$ cat src/rtl/array_max_scanner_if.sv
// Port bundle between the MIPS datapath (master) and the array max scanner (slave).
// Handshake: master raises start with len while busy=0; the scanner accepts it on that edge and pulses done once.
interface array_max_scanner_if #(
    parameter int LEN_W = 16
);
    logic             start;
    logic [LEN_W-1:0] len;
    logic [31:0]      memRdData;
    logic [31:0]      memAdr;
    logic [31:0]      memWrData;
    logic             memRead;
    logic             memWrite;
    logic             busy;
    logic             done;
    logic [31:0]      maxValue;
    logic [31:0]      maxIndex;

    modport master (
        output start, len, memRdData,
        input  memAdr, memWrData, memRead, memWrite, busy, done, maxValue, maxIndex
    );

    modport slave (
        input  start, len, memRdData,
        output memAdr, memWrData, memRead, memWrite, busy, done, maxValue, maxIndex
    );
endinterface

$ cat src/rtl/array_max_scanner.sv
// Scans len words from BASE_ADR for the maximum and writes value/index to MAX_ADR/IDX_ADR.
// Define ARRAY_MAX_UNSIGNED_EN to compare elements as unsigned instead of signed.
module array_max_scanner #(
    parameter logic [31:0] BASE_ADR = 32'd1000,
    parameter logic [31:0] MAX_ADR  = 32'd2000,
    parameter logic [31:0] IDX_ADR  = 32'd2004,
    parameter int          LEN_W    = 16
) (
    input  logic                clk,
    input  logic                rst,
    array_max_scanner_if.slave  bus,
    output logic [2:0]          dbg_state
);

    typedef enum logic [2:0] {
        IDLE   = 3'd0,
        READ   = 3'd1,
        WR_MAX = 3'd2,
        WR_IDX = 3'd3,
        DONE   = 3'd4
    } state_t;

    state_t           state;
    state_t           state_next;
    logic [LEN_W-1:0] i;
    logic [LEN_W-1:0] len_q;
    logic [LEN_W-1:0] idx_q;
    logic [31:0]      max_q;
    logic [31:0]      max_value;
    logic [31:0]      max_index;
    logic             last;
    logic             greater;

    assign last = (i == len_q - LEN_W'(1));

`ifdef ARRAY_MAX_UNSIGNED_EN
    assign greater = bus.memRdData > max_q;
`else
    assign greater = $signed(bus.memRdData) > $signed(max_q);
`endif

    always_ff @(posedge clk) begin
        if (rst) state <= IDLE;
        else     state <= state_next;
    end

    always_comb begin
        state_next    = state;
        bus.memRead   = 1'b0;
        bus.memWrite  = 1'b0;
        bus.memAdr    = 32'd0;
        bus.memWrData = 32'd0;
        bus.busy      = 1'b1;
        bus.done      = 1'b0;
        case (state)
            IDLE: begin
                bus.busy = 1'b0;
                if (bus.start) state_next = (bus.len == '0) ? DONE : READ;
            end
            READ: begin
                bus.memRead = 1'b1;
                bus.memAdr  = BASE_ADR + (32'(i) << 2);
                if (last) state_next = WR_MAX;
            end
            WR_MAX: begin
                bus.memWrite  = 1'b1;
                bus.memAdr    = MAX_ADR;
                bus.memWrData = max_q;
                state_next    = WR_IDX;
            end
            WR_IDX: begin
                bus.memWrite  = 1'b1;
                bus.memAdr    = IDX_ADR;
                bus.memWrData = 32'(idx_q);
                state_next    = DONE;
            end
            DONE: begin
                bus.done   = 1'b1;
                state_next = IDLE;
            end
            default: state_next = IDLE;
        endcase
    end

    // Element 0 seeds the running max; later elements replace it only when strictly greater.
    always_ff @(posedge clk) begin
        if (rst) begin
            i         <= '0;
            len_q     <= '0;
            idx_q     <= '0;
            max_q     <= '0;
            max_value <= '0;
            max_index <= '0;
        end else begin
            case (state)
                IDLE: begin
                    if (bus.start) begin
                        i     <= '0;
                        len_q <= bus.len;
                        idx_q <= '0;
                        max_q <= '0;
                        if (bus.len == '0) begin
                            max_value <= '0;
                            max_index <= '0;
                        end
                    end
                end
                READ: begin
                    if (i == '0 || greater) begin
                        max_q <= bus.memRdData;
                        idx_q <= i;
                    end
                    if (!last) i <= i + LEN_W'(1);
                end
                WR_IDX: begin
                    max_value <= max_q;
                    max_index <= 32'(idx_q);
                end
                default: ;
            endcase
        end
    end

    assign bus.maxValue = max_value;
    assign bus.maxIndex = max_index;
    assign dbg_state    = state;

endmodule

$ cat src/flat_wrapper.sv
// flat-port wrapper written by rule: the top's interface ports become plain ports
module array_max_scanner_flat 
#(
    parameter logic [31:0] BASE_ADR = 32'd1000,
    parameter logic [31:0] MAX_ADR  = 32'd2000,
    parameter logic [31:0] IDX_ADR  = 32'd2004,
    parameter int          LEN_W    = 16
)
  (clk, rst, dbg_state, bus_start, bus_len, bus_memRdData, bus_memAdr, bus_memWrData, bus_memRead, bus_memWrite, bus_busy, bus_done, bus_maxValue, bus_maxIndex);
  array_max_scanner_if #(.LEN_W(LEN_W)) bus_i ();
  input  logic clk;
  input  logic rst;
  output logic [2:0] dbg_state;
  input wire logic [$bits(bus_i.start)-1:0] bus_start;
  input wire logic [$bits(bus_i.len)-1:0] bus_len;
  input wire logic [$bits(bus_i.memRdData)-1:0] bus_memRdData;
  output wire logic [$bits(bus_i.memAdr)-1:0] bus_memAdr;
  output wire logic [$bits(bus_i.memWrData)-1:0] bus_memWrData;
  output wire logic [$bits(bus_i.memRead)-1:0] bus_memRead;
  output wire logic [$bits(bus_i.memWrite)-1:0] bus_memWrite;
  output wire logic [$bits(bus_i.busy)-1:0] bus_busy;
  output wire logic [$bits(bus_i.done)-1:0] bus_done;
  output wire logic [$bits(bus_i.maxValue)-1:0] bus_maxValue;
  output wire logic [$bits(bus_i.maxIndex)-1:0] bus_maxIndex;
  assign bus_i.start = bus_start;
  assign bus_i.len = bus_len;
  assign bus_i.memRdData = bus_memRdData;
  assign bus_memAdr = bus_i.memAdr;
  assign bus_memWrData = bus_i.memWrData;
  assign bus_memRead = bus_i.memRead;
  assign bus_memWrite = bus_i.memWrite;
  assign bus_busy = bus_i.busy;
  assign bus_done = bus_i.done;
  assign bus_maxValue = bus_i.maxValue;
  assign bus_maxIndex = bus_i.maxIndex;
  array_max_scanner #(.BASE_ADR(BASE_ADR), .MAX_ADR(MAX_ADR), .IDX_ADR(IDX_ADR), .LEN_W(LEN_W)) u_core (.clk(clk), .rst(rst), .bus(bus_i), .dbg_state(dbg_state));
endmodule
$ cat config.mk
export PLATFORM = sky130hd
export DESIGN_NAME = array_max_scanner_flat
export DESIGN_NICKNAME = d
export VERILOG_FILES = /design/src/rtl/array_max_scanner_if.sv /design/src/rtl/array_max_scanner.sv /design/src/flat_wrapper.sv
export SDC_FILE = /design/constraint.sdc
export NUM_CORES = 1
export LEC_CHECK = 0
export BUFFER_PORTS_ARGS = -buffer_cell sky130_fd_sc_hd__buf_4
export CORE_MARGIN = 2
export CORE_UTILIZATION = 35
export DETAILED_ROUTE_END_ITERATION = 8
export HOLD_SLACK_MARGIN = 0.08
export PLACE_DENSITY_LB_ADDON = 0.3
export REMOVE_ABC_BUFFERS = 1
export SLEW_MARGIN = 5
export SYNTH_ARGS = -nofsm -noshare
export SYNTH_HDL_FRONTEND = slang
export SYNTH_SLANG_ARGS = --single-unit
$ cat constraint.sdc
create_clock -name clk -period 6.03 [get_ports clk]
set_input_delay 0 -clock clk [delete_from_list [all_inputs] [get_ports clk]]
set_output_delay 0 -clock clk [all_outputs]
set_load 0.005 [all_outputs]
Yosys cells after proc, flatten, opt, wreduce, memory -nomap -nowiden --
Cells that the tools add are included.
Word-level totals: register bits 147, latch bits 0, bits in writable memories 0, memory bits (read-only) 0, bits of input ports 51, output and inout port bits 135, logic and storage cells 55, memories kept 0
Cells by class: $add $sub $neg 3, multipliers 0, div/mod/pow operators 0, order comparisons 1, equal/unequal tests 10, shift operators 0, muxes and demuxes 22, bitwise operators 0, reductions and logical operators 12
Operators by type and width (number):
- case mux 32 bit (2 select lines) | 4
- 2-to-1 mux 32 bit | 4
- case mux 32 bit (3 select lines) | 1
- case mux 16 bit (2 select lines) | 2
- 2-to-1 mux 16 bit | 3
- > comparator 32 bit | 1
- zero test 16 bit | 2
- adder 10 x 18 -> 19 bit, first input constant | 1
- adder 16 x 1 -> 16 bit, second input constant | 1
- equality test 16 bit | 1
- subtractor 16 x 1 -> 16 bit, second input constant | 1
- case mux 3 bit (4 select lines) | 1
- 2-to-1 mux 3 bit | 3
- AND reduction 3 bit | 3
- equality test 3 x 2 -> 1 bit, second input constant | 2
- != test 2 x 1 -> 1 bit, second input constant | 3
- 2-to-1 mux 1 bit | 4
- != test 2 bit, second input constant | 2
- AND reduction 2 bit | 2
- nonzero test 2 bit | 2
- equality test 3 x 1 -> 1 bit, second input constant | 1
- equality test 3 bit, second input constant | 1
- zero test 3 bit | 1
- OR reduction 2 bit | 1
- logical OR 1 bit | 1

Longest topological paths before layout --
depth in word-level cells 4, mapped depth 12, gate-level depth less buffers 10

Worst setup path before layout --
OpenSTA, ideal clock, no wires.
path type register to register, start point reg u_core.len_q[0], end point reg u_core.i[6], setup time 121 ps, data arrival time 2896 ps, data required time 5909 ps, path slack 3013 ps, cell stages (with the launch flop) 11, buffers on the path 0, period minus slack after synthesis 3017 ps, cells stage by stage dfxtp_1 inv_1 ha_1 nor3b_1 a21oi_1 a2111o_1 or4_1 a211oi_2 a21oi_2 o2111ai_1 mux2_2
On the way: longest elaborated chain between the ends 4
RTL lines:
- start: declaration | RTL line array_max_scanner.sv:26 | logic [LEN_W-1:0] len_q;
- start signal: assignment | RTL line array_max_scanner.sv:99 | len_q <= bus.len;
- subtractor 16 x 1 -> 16 bit | RTL line array_max_scanner.sv:34 | assign last = (i == len_q - LEN_W'(1));
- equality test 16 bit | RTL line array_max_scanner.sv:34
- != test 2 bit (no line)
- AND reduction 3 bit (no line)
- end signal: assignment | RTL line array_max_scanner.sv:113 | if (!last) i <= i + LEN_W'(1);
- end: declaration | RTL line array_max_scanner.sv:25 | logic [LEN_W-1:0] i;
Every way passes these cells. A chain may end at the register's enable or synchronous reset.

Worst setup path after layout --
Ends and elaborated chain as after synthesis.

==> metrics.csv <==
metric;value;unit
outcome;finished, final reports clean;
grt_overflow;0;
synth_top_family_by_area;compound AO/OA/AOI/OAI gates;
ioPinCount;186;
muxShareOfSynthArea;2.61;%
drt-vias-per-instance;5.24;
synthTopCellsByArea;dfxtp_1 37%, ha_1 6.4%, a22o_1 6.0%;
post-route-period-util;56.6;%
slew_violations;0;
grt.busiest_layer;met2;
die_h;145;um
cp-end-kind;register;
yosysWarnings;0;
cts_sinks;131;
async_reset_ff_share;0;%
synth_compound_area_share;22.6;%
setup-tns-final;0;ps
critPathKind;register to register;
cp_num_buf_inv;1;
diodes;0;
synth_top_area_cell;dfxtp_1;
setup_slack;2620;ps
worstSetupStartpointType;register;
use_met1;26.9;%
initial_core_util;35.9;%
stdcell_count;1264;
drtIter0Drc;418;
antenna_found_initial;0;
synthDominantCellAreaShare;37.4;%
use_met3;3.73;%
post-place-cells;1182;
hold_buffers;50;
crit_required;6340;ps
cts_buffers;17;
syn_to_final_growth;32.0;%
cts_tree;yes;
cp.arrival;3730;ps
synth_cells;818;
coreArea;19500;um^2
die_area;21200;um^2
post-cts-setup-buffers;0;
place.gp.congestion;0.787;
ant_nets;0;
synthXorXnorAreaFrac;3.38;%
htree_levels;4;
grt_pass1_wl;34000;um
rows;51;
fin_crit;3410;ps
die_w;145;um
synthesis.area;7000;um^2
routedWlPerCell;16.8;um
synth-adder-area-share;6.43;%
mostFrequentLayoutCells;162 x buf_4, 130 x dfxtp_1, 85 x nor2_1;
synthFlopType;dfxtp_1;
synth_seq_cells;131;
slowest_stage;nor3b_1;
hpwl;14300;um
final_common_cell;buf_4;
clkLatencyLatePin;430;ps
peakVddDrop;0.190;mV
synthSimpleGateAreaFrac;17.3;%
critPathMaxStageDelay;670;ps
path_max_fanout;8;
setup_viol;0;
hold_viol;0;
cp_top_family;simple AND/OR/NAND/NOR gates;
relSlewSlack;36.3;%
numPortBuffers;154;
grt_pass1_vias;6266;
skew;11.7;ps
utilization;47.4;%
vias;6629;
max_slew.worst_pin.slew;956;ps
synth.avg_cell_area;8.56;um^2
drc;0;
max_freq;0.293;GHz
track_usage;19.8;%
cts_resized;0;
use_met2;31.7;%
hold-worst-slack;347;ps
root_buffer;clkbuf_16;
place_ws;2640;ps
clkSlewWorstSetupHoldPaths;60;ps
fillers;1923;
p_leak;3.79;nW
grt_max_degree;73;
wl;21200;um
grt_setup_unrepaired;false;
nets;1073;
drtPass1Iterations;5;
synth_edf_count;0;
cap_violations;0;
hold_path.class;input port to register;
path_cells;inv_1 -> ha_1 -> nor3b_1 -> a21oi_1 -> a2111o_1 -> or4_1 -> a211oi_2 -> a21oi_2 -> o2111ai_1 -> mux2_2;
drive_gt1_share;22.0;%
power.density;340;nW/um^2
clk_path_buf_depth;2;
ys_types;70;
yosysSeqAreaShare;37.4;%
worst min-delay path: stages:
cell	delay, ps
dlygate4sd3_1	520
buf_4	110
a22o_1	110
synthesized netlist by cell type, types with 5 or more instances:
cell	count
a22oi_1	49
or4_1	5
nor3_1	23
nor2_1	87
nand2_1	63
nand4_1	9
a22o_1	48
xor2_1	12
ha_1	36
mux2i_1	16
nor4_1	13
inv_1	44
nand3_1	6
a21oi_1	46
xnor2_1	15
buf_4	32
and3_1	10
buf_2	6
or4_2	5
o21ai_0	20
a211oi_1	6
or3_1	7
o21a_1	6
dfxtp_1	131
clkbuf_1	43
final cells by class:
class | instances | area, um^2 | area share [%]
clock buffers | 18 | 429 | 4.64
clock inverters | 14 | 151 | 1.64
inverters | 45 | 169 | 1.83
multi-input cells | 579 | 3820 | 41.4
flip-flops and latches | 131 | 2620 | 28.4
well taps | 265 | 332 | 3.59
repair buffers | 212 | 1720 | 18.6
cell families (layout without fill, tap and decap cells):
group | Yosys count | in the layout
simple gates | 252 | 252
compound gates | 215 | 215
buf+inv | 138 | 289
flops | 131 | 131
fa+ha+maj | 36 | 36
xor+xnor | 27 | 27
mux | 18 | 18
other cells | 1 | 31
power by group:
part	internal, W	switching, W
logic	0.000417	0.000643
registers	0.000949	0.0000963
clock network	0.000613	0.000427
layer usage:
metal,vias to the layer above,wire [um]
li1,3216,-
met4,0,291
met5,-,0
met1,3150,9680
met2,240,9940
met3,23,1310
state kept, by name, summed over array words and instances (netlist names):
name                 cells
u_core.dbg_state         3
u_core.idx_q            16
u_core.bus.maxValue     32
u_core.bus.maxIndex     16
u_core.max_q            32
u_core.i                16
u_core.len_q            16
per-stage QoR:
| stage | total power, W | cell area [um^2] |
|---|---|---|
| finish | 0.00314 | 9250 |
| global route | 0.00332 | 9250 |
| CTS | 0.00316 | 9250 |
| detailed placement | 0.00209 | 8170 |
| global placement | 0.00208 | 8170 |
| floorplan | 0.00167 | 6580 |
worst paths after layout:
check                           slack (ps)  depth (start not counted)               end              from
worst min register to register         490                          2  u_core.len_q[12]  u_core.len_q[12]
worst max-delay path                  2620                         10       u_core.i[6]   u_core.len_q[0]
worst max register to register        2620                         10       u_core.i[6]   u_core.len_q[0]
worst min-delay path                   350                          3   u_core.max_q[1]  bus_memRdData[1]
Note: power is estimated with default switching activity, not from simulation.
